==> config.mk <==
export PLATFORM = sky130hd
export DESIGN_NAME = dual_port_ram_pipe
export DESIGN_NICKNAME = d
export VERILOG_FILES = /design/src/rtl/dual_port_ram_pipe.sv
export SDC_FILE = /design/constraint.sdc
export NUM_CORES = 1
export LEC_CHECK = 0
export CAP_MARGIN = 20
export CORE_ASPECT_RATIO = 1.2
export CORE_MARGIN = 2
export CORE_UTILIZATION = 45
export DETAILED_ROUTE_END_ITERATION = 7
export GPL_TIMING_DRIVEN = 1
export PLACE_DENSITY_LB_ADDON = 0.25
export SYNTH_ARGS = -nofsm -noshare
export SYNTH_HDL_FRONTEND = slang
export SYNTH_SLANG_ARGS = --single-unit
==> constraint.sdc <==
create_clock -name clk -period 2.3 [get_ports clk]
set_clock_uncertainty 0.1 [all_clocks]
set_input_delay 0.46 -clock clk [delete_from_list [all_inputs] [get_ports clk]]
set_output_delay 0.46 -clock clk [all_outputs]
set_load 0.02 [all_outputs]
==> src/rtl/dual_port_ram_pipe.sv <==
// True dual-port RAM with post-reset zero-fill, 1- or 2-cycle read latency,
// selectable same-port read-during-write data and cross-port collision flagging.
module dual_port_ram_pipe #(
  parameter int DATA_W   = 8,
  parameter int ADDR_W   = 4,
  parameter int RD_LAT   = 1,
  parameter int RDW_MODE = 0,
  parameter int WR_PRIO  = 0
) (
  input  logic              clk,
  input  logic              rst_n,
  input  logic              port_en_0,
  input  logic              wr_en_0,
  input  logic [ADDR_W-1:0] addr_0,
  input  logic [DATA_W-1:0] din_0,
  output logic [DATA_W-1:0] dout_0,
  output logic              dvalid_0,
  input  logic              port_en_1,
  input  logic              wr_en_1,
  input  logic [ADDR_W-1:0] addr_1,
  input  logic [DATA_W-1:0] din_1,
  output logic [DATA_W-1:0] dout_1,
  output logic              dvalid_1,
  output logic              init_busy,
  output logic              collision
);
  localparam int DEPTH = 2**ADDR_W;

  typedef enum logic {CLEAR, READY} state_e;

  state_e            state_q;
  logic [ADDR_W-1:0] clr_cnt_q;
  logic              init_busy_q, collision_q;
  logic [DATA_W-1:0] mem [DEPTH];

  logic                         ready, same_addr, wr_wr, coll_d;
  logic [1:0]                   en, we, rd, wr_ok;
  logic [1:0][ADDR_W-1:0]       addr;
  logic [1:0][DATA_W-1:0]       din;

  // Port requests are invisible until the zero-fill has completed.
  assign ready     = (state_q == READY);
  assign en        = {port_en_1, port_en_0} & {2{ready}};
  assign we        = en & {wr_en_1, wr_en_0};
  assign rd        = en & ~{wr_en_1, wr_en_0};
  assign addr      = {addr_1, addr_0};
  assign din       = {din_1, din_0};
  assign same_addr = (addr_0 == addr_1);
  assign wr_wr     = we[0] & we[1] & same_addr;
  assign coll_d    = en[0] & en[1] & same_addr & (we[0] | we[1]);
  assign wr_ok[0]  = we[0] & ~(wr_wr & (WR_PRIO == 1));
  assign wr_ok[1]  = we[1] & ~(wr_wr & (WR_PRIO == 0));

  always_ff @(posedge clk or negedge rst_n) begin
    if (!rst_n) begin
      state_q     <= CLEAR;
      clr_cnt_q   <= '0;
      init_busy_q <= 1'b1;
      collision_q <= 1'b0;
    end else begin
      collision_q <= coll_d;
      if (state_q == CLEAR) begin
        clr_cnt_q <= clr_cnt_q + 1'b1;
        if (&clr_cnt_q) begin
          state_q     <= READY;
          init_busy_q <= 1'b0;
        end
      end
    end
  end

  always_ff @(posedge clk) begin
    if (!ready) begin
      mem[clr_cnt_q] <= '0;
    end else begin
      if (wr_ok[0]) mem[addr[0]] <= din[0];
      if (wr_ok[1]) mem[addr[1]] <= din[1];
    end
  end

  // Read data is taken before this edge's writes, so cross-port readers see old data.
  logic [1:0]             vld_d, upd_d, vld_s, upd_s, vld_pipe_q, upd_pipe_q, dvalid_q;
  logic [1:0][DATA_W-1:0] dat_d, dat_s, dat_pipe_q, dout_q;

  always_comb begin
    vld_d = '0;
    upd_d = '0;
    dat_d = '0;
    for (int p = 0; p < 2; p++) begin
      vld_d[p] = rd[p];
      upd_d[p] = rd[p] | (we[p] & (RDW_MODE != 0));
      dat_d[p] = rd[p] ? mem[addr[p]] : din[p];
    end
  end

  assign vld_s = (RD_LAT == 2) ? vld_pipe_q : vld_d;
  assign upd_s = (RD_LAT == 2) ? upd_pipe_q : upd_d;
  assign dat_s = (RD_LAT == 2) ? dat_pipe_q : dat_d;

  always_ff @(posedge clk or negedge rst_n) begin
    if (!rst_n) begin
      vld_pipe_q <= '0;
      upd_pipe_q <= '0;
      dat_pipe_q <= '0;
      dvalid_q   <= '0;
      dout_q     <= '0;
    end else begin
      vld_pipe_q <= vld_d;
      upd_pipe_q <= upd_d;
      dat_pipe_q <= dat_d;
      dvalid_q   <= vld_s;
      for (int p = 0; p < 2; p++)
        if (upd_s[p]) dout_q[p] <= dat_s[p];
    end
  end

  assign dout_0    = dout_q[0];
  assign dout_1    = dout_q[1];
  assign dvalid_0  = dvalid_q[0];
  assign dvalid_1  = dvalid_q[1];
  assign init_busy = init_busy_q;
  assign collision = collision_q;
endmodule
# == After elaboration in Yosys (flattened, before gate mapping) ==
# Memory sizes are Yosys's and may differ from the RTL's. A register that Yosys moved wholly into a read port is not among the register bits.
# Cells that the tools add are included.
# totals
reg_bits,9
ram_bits,128
input_bits,30
out_inout_bits,20
memories,1
# mem_list
memory,words,width,read_ports,rd_ports_with_merged_regs,wr,line,rtl
mem,16,8,2,2,2,34,logic [DATA_W-1:0] mem [DEPTH];
# op_classes
addsub,1
eq_ne,1
muxes,12
bitwise_logic,13
reduce_logical,5
# op_table
cell,count
$mux 1,10
$mux 8,1
$reduce_or 8->1,1
$and 1x1->1,6
$and 2x2->2,3
$reduce_and 5->1,1
$add 4x1->4 const B,1
$eq 4x4->1,1
$mux 4,1
$reduce_and 4->1,1
$logic_not 1->1,2
$not 1->1,2
$not 2->2,1
$or 1x1->1,1

# == Logic depth before layout (Yosys ltp) ==
# logic_depth
word_depth,9
mapped_depth,7
ltp_nobuf,5

# == Worst setup path after synthesis ==
# No wires, ideal clock.
# synth_path
path_kind,input port to flip-flop
from,in addr_0[1]
to,mem mem[14][0] (enable)
setup_ps,384
arrival_ps,2099
required_time_ps,1816
setup_slack_ps,-283
stages,7
path_buffers,3
cell_sequence,buf_6 buf_2 buf_2 inv_1 nor3_1 a31oi_1 o21ai_0
# synth_lines
item,line,rtl
start: declaration,14,"input logic [ADDR_W-1:0] addr_0,"
end: declaration,34,

==> metrics.txt <==
status complete, no violations; max-cap viol count 0; top cells by area, synth edfxtp_1 (43%), mux2_2 (14%), mux4_2 (13%); Synth Cell Area 9037 µm²; Setup WS post-layout 0.05069 ns; area growth from synthesis to layout 27.18%; # DRC 0; grt total ovfl 0; r2r setup slk 0.10 ns; nets@finish 778; Ys Warns 0; overall power 0.006793 W; Initial Utilization 0.4607; DPL Wire Length 20.22 mm; Post-synth ARST share 0.1634; post-route ant nets 0; Worst Tran Pin Value 0.6709 ns; pin count of the biggest net entering global routing 26; syn_nets 642; Netlist cell types 52; Worst path slowest cell clkdlybuf4s50_1; vias in the first global route 6,847; pre-CTS setup slack -0.4957 ns; post-synthesis sequential area ratio 0.4947; DRT Wirelength 28.03 mm; Chip Height 159.2 µm; RSZ-0062 raised after global routing false; final setup vio count 0; Reg2Reg Depth 6; DIE AREA 21,240 µm²; routed length per instance 27.45 µm; CTS Root Cell clkbuf_16; PortBufs 49; kind of critical path input pin to register; reg2reg start ready; Power Density 591.1 nW/µm²; first-pass detailed-route iteration total 4; Critical Path Sink Type register; CTS sink count 153; crit share post-route 0.9780; critical-path cell list clkdlybuf4s50_1 > nand3_1 > buf_4 > buf_6 > o2111ai_4 > clkbuf_16 > mux2_2; Tmin final 2.249 ns; Clk pin slew, worst setup/hold paths 0.06 ns; worst setup path startpoint port_en_0; worst skew pair latency 0.42 ns; Top FF cell, synth edfxtp_1; die span in x 133.4 µm; worst min-delay path class input pin to asynchronous set/reset pin; Required @ worst endpoint 2.37 ns; IO Count 50; Post-synth EDFFs 128; CP top delay family buffers and inverters; Slew Viols, Final 0; RR Endpoint mem[7][4]; Ant. Diodes 0; Crit Path Max Fanout 16; number of synthesized register bits 153; Buf+Inv Stages, Crit Path 4; Max-slew headroom 0.5500; CP Depth 7; CTS tree yes; Vias 6,363; Hold Vio Cnt, Final 0; Core ar. 19,620 µm²; most numerous cell in the Yosys netlist edfxtp_1; Yosys top cell by area edfxtp_1; Vias per Instance 6.232; Max VDD drop 0.4998 mV; fraction of layout cells with a size suffix above 1 0.4605; # rows 56; TritonCTS buffer count 17; H-tree levels 4; slowest stage delay, CP 0.54 ns; routability congestion estimate from global placement 0.9091; GR Util All Layers 0.2720; first-pass GRT wire length 42.37 mm; Cells after Synth 611; worst path arrival time 2.32 ns; Critical Path Sink mem[7][4]; Worst setup SP type input pin; Commonest cells post-synth edfxtp_1 (128), mux2_2 (110), mux4_2 (51); fill count 1,594; leakage 4.584 nW; CTS Buffer Depth 2; share of the synthesized area in the top cell type 0.4253; 1st-iter DRT viols 749; mean post-synth cell area 14.79 µm²; Max Clock Freq 444.6 MHz; initial antenna violation count 1
-- kinds of logic (layout without fill, tap and decap cells) --
family,after synthesis,after routing,synth area share
AOI/OAI and AO/OA,88,88,0.08196
DFF,153,153,0.4947
buffers and inverters,62,211,0.03323
adders and majority gates,1,1,0.001384
xor gates and xnor gates,7,7,0.01052
muxes,219,219,0.3310
and+or+nand+nor,81,81,0.04721
-- cell type report --
cell class	count	area, µm²	share of cell area
multi-input combinational	396	4317	0.3756
timing repair buffer	172	1777	0.1546
clock inverter	14	147.6	0.01285
tap	261	326.6	0.02841
inverter	7	26.28	0.002286
sequential	153	4471	0.3890
clock buffer	18	429.2	0.03734
-- metrics by stage --
| stage | area, µm² | util | hold WS (ns) | setup TNS [ns] | instances |
|---|---|---|---|---|---|
| 6_report | 11490 | 0.5858 | 0.3366 | 0 | 1021 |
| 5_1_grt | 11490 | 0.5858 | 0.3656 | 0 | 1021 |
| 4_1_cts | 11390 | 0.5804 | 0.3387 | 0 | 1018 |
| 3_5_place_dp | 10790 | 0.5497 | 0.3445 | -92.15 | 985 |
| 3_3_place_gp | 10790 | 0.5497 | 0.3292 | -88.23 | 985 |
| 2_1_floorplan | 9049 | - | 0.06441 | -3.885 | 611 |
-- worst reg2reg max path, cell delays in order (launching register included) --
cell,delay (ns)
dfrtp_1,0.52
nand3_1,0.11
buf_4,0.18
buf_6,0.19
o2111ai_4,0.31
clkbuf_16,0.22
mux2_2,0.33
-- placed cells by master (no fill, tap or decap), types with 4 or more instances in the layout --
cell type and count:
a22oi_1 9, buf_2 5, nor3_1 9, inv_1 6, a31oi_1 5, o22ai_1 9
a21oi_1 10, and2_0 8, o21ai_1 9, clkinvlp_4 4, clkbuf_16 19, dfrtp_1 24
nor2_1 23, mux2_2 109, o221ai_1 6, nand3_1 5, clkdlybuf4s50_1 41, nor2b_1 5
mux2i_1 39, o2111ai_4 5, o21ai_0 4, edfxtp_1 128, buf_4 92, mux2_1 19
o2111ai_2 6, buf_12 27, nand2_1 13, xnor2_1 4, o21ai_2 7, nand3b_1 4
mux4_2 51, a211oi_1 8
-- worst min path at each step --
stage	cells after the start	slack, ns	startpoint	to
final	2	0.34	rst_n	dout_0[6]
after global routing	2	0.37	rst_n	dout_0[7]
after CTS	2	0.34	rst_n	dvalid_q[0]
after detailed placement	2	0.34	init_busy	init_busy
after global placement	2	0.33	init_busy	init_busy
after floorplan	0	0.06	rst_n	clr_cnt_q[0]
-- layer usage --
layer  share of wire  track usage  up-vias
li1                -            -     2732
met1            0.38       0.3343     3275
met2            0.52       0.4679      294
met3           0.059      0.04266       62
met4           0.045       0.1301        0
met5               0            0        -
-- sequential cells by signal, indices dropped and copies added, names as in the netlist --
signal,count
dout_1,8
mem,128
dout_0,8
clr_cnt_q,4
collision,1
ready,1
init_busy,1
dvalid_q,2
-- power breakdown --
part           total, W  internal (W)  switching [W]
logic          0.000944      0.000444       0.000500
registers       0.00308       0.00305      0.0000267
clock network   0.00277       0.00160        0.00117
total           0.00679       0.00510        0.00170
-- what timing repair did --
item	in CTS	in global routing
hold buffers	0	0
pin swaps	1	1
setup endpoints to repair	22	106
gates resized for setup	1	11
endpoints found under the hold margin	0	0
buffers inserted	1	1
cloned	0	2
Note: power is estimated with default switching activity, not from simulation.
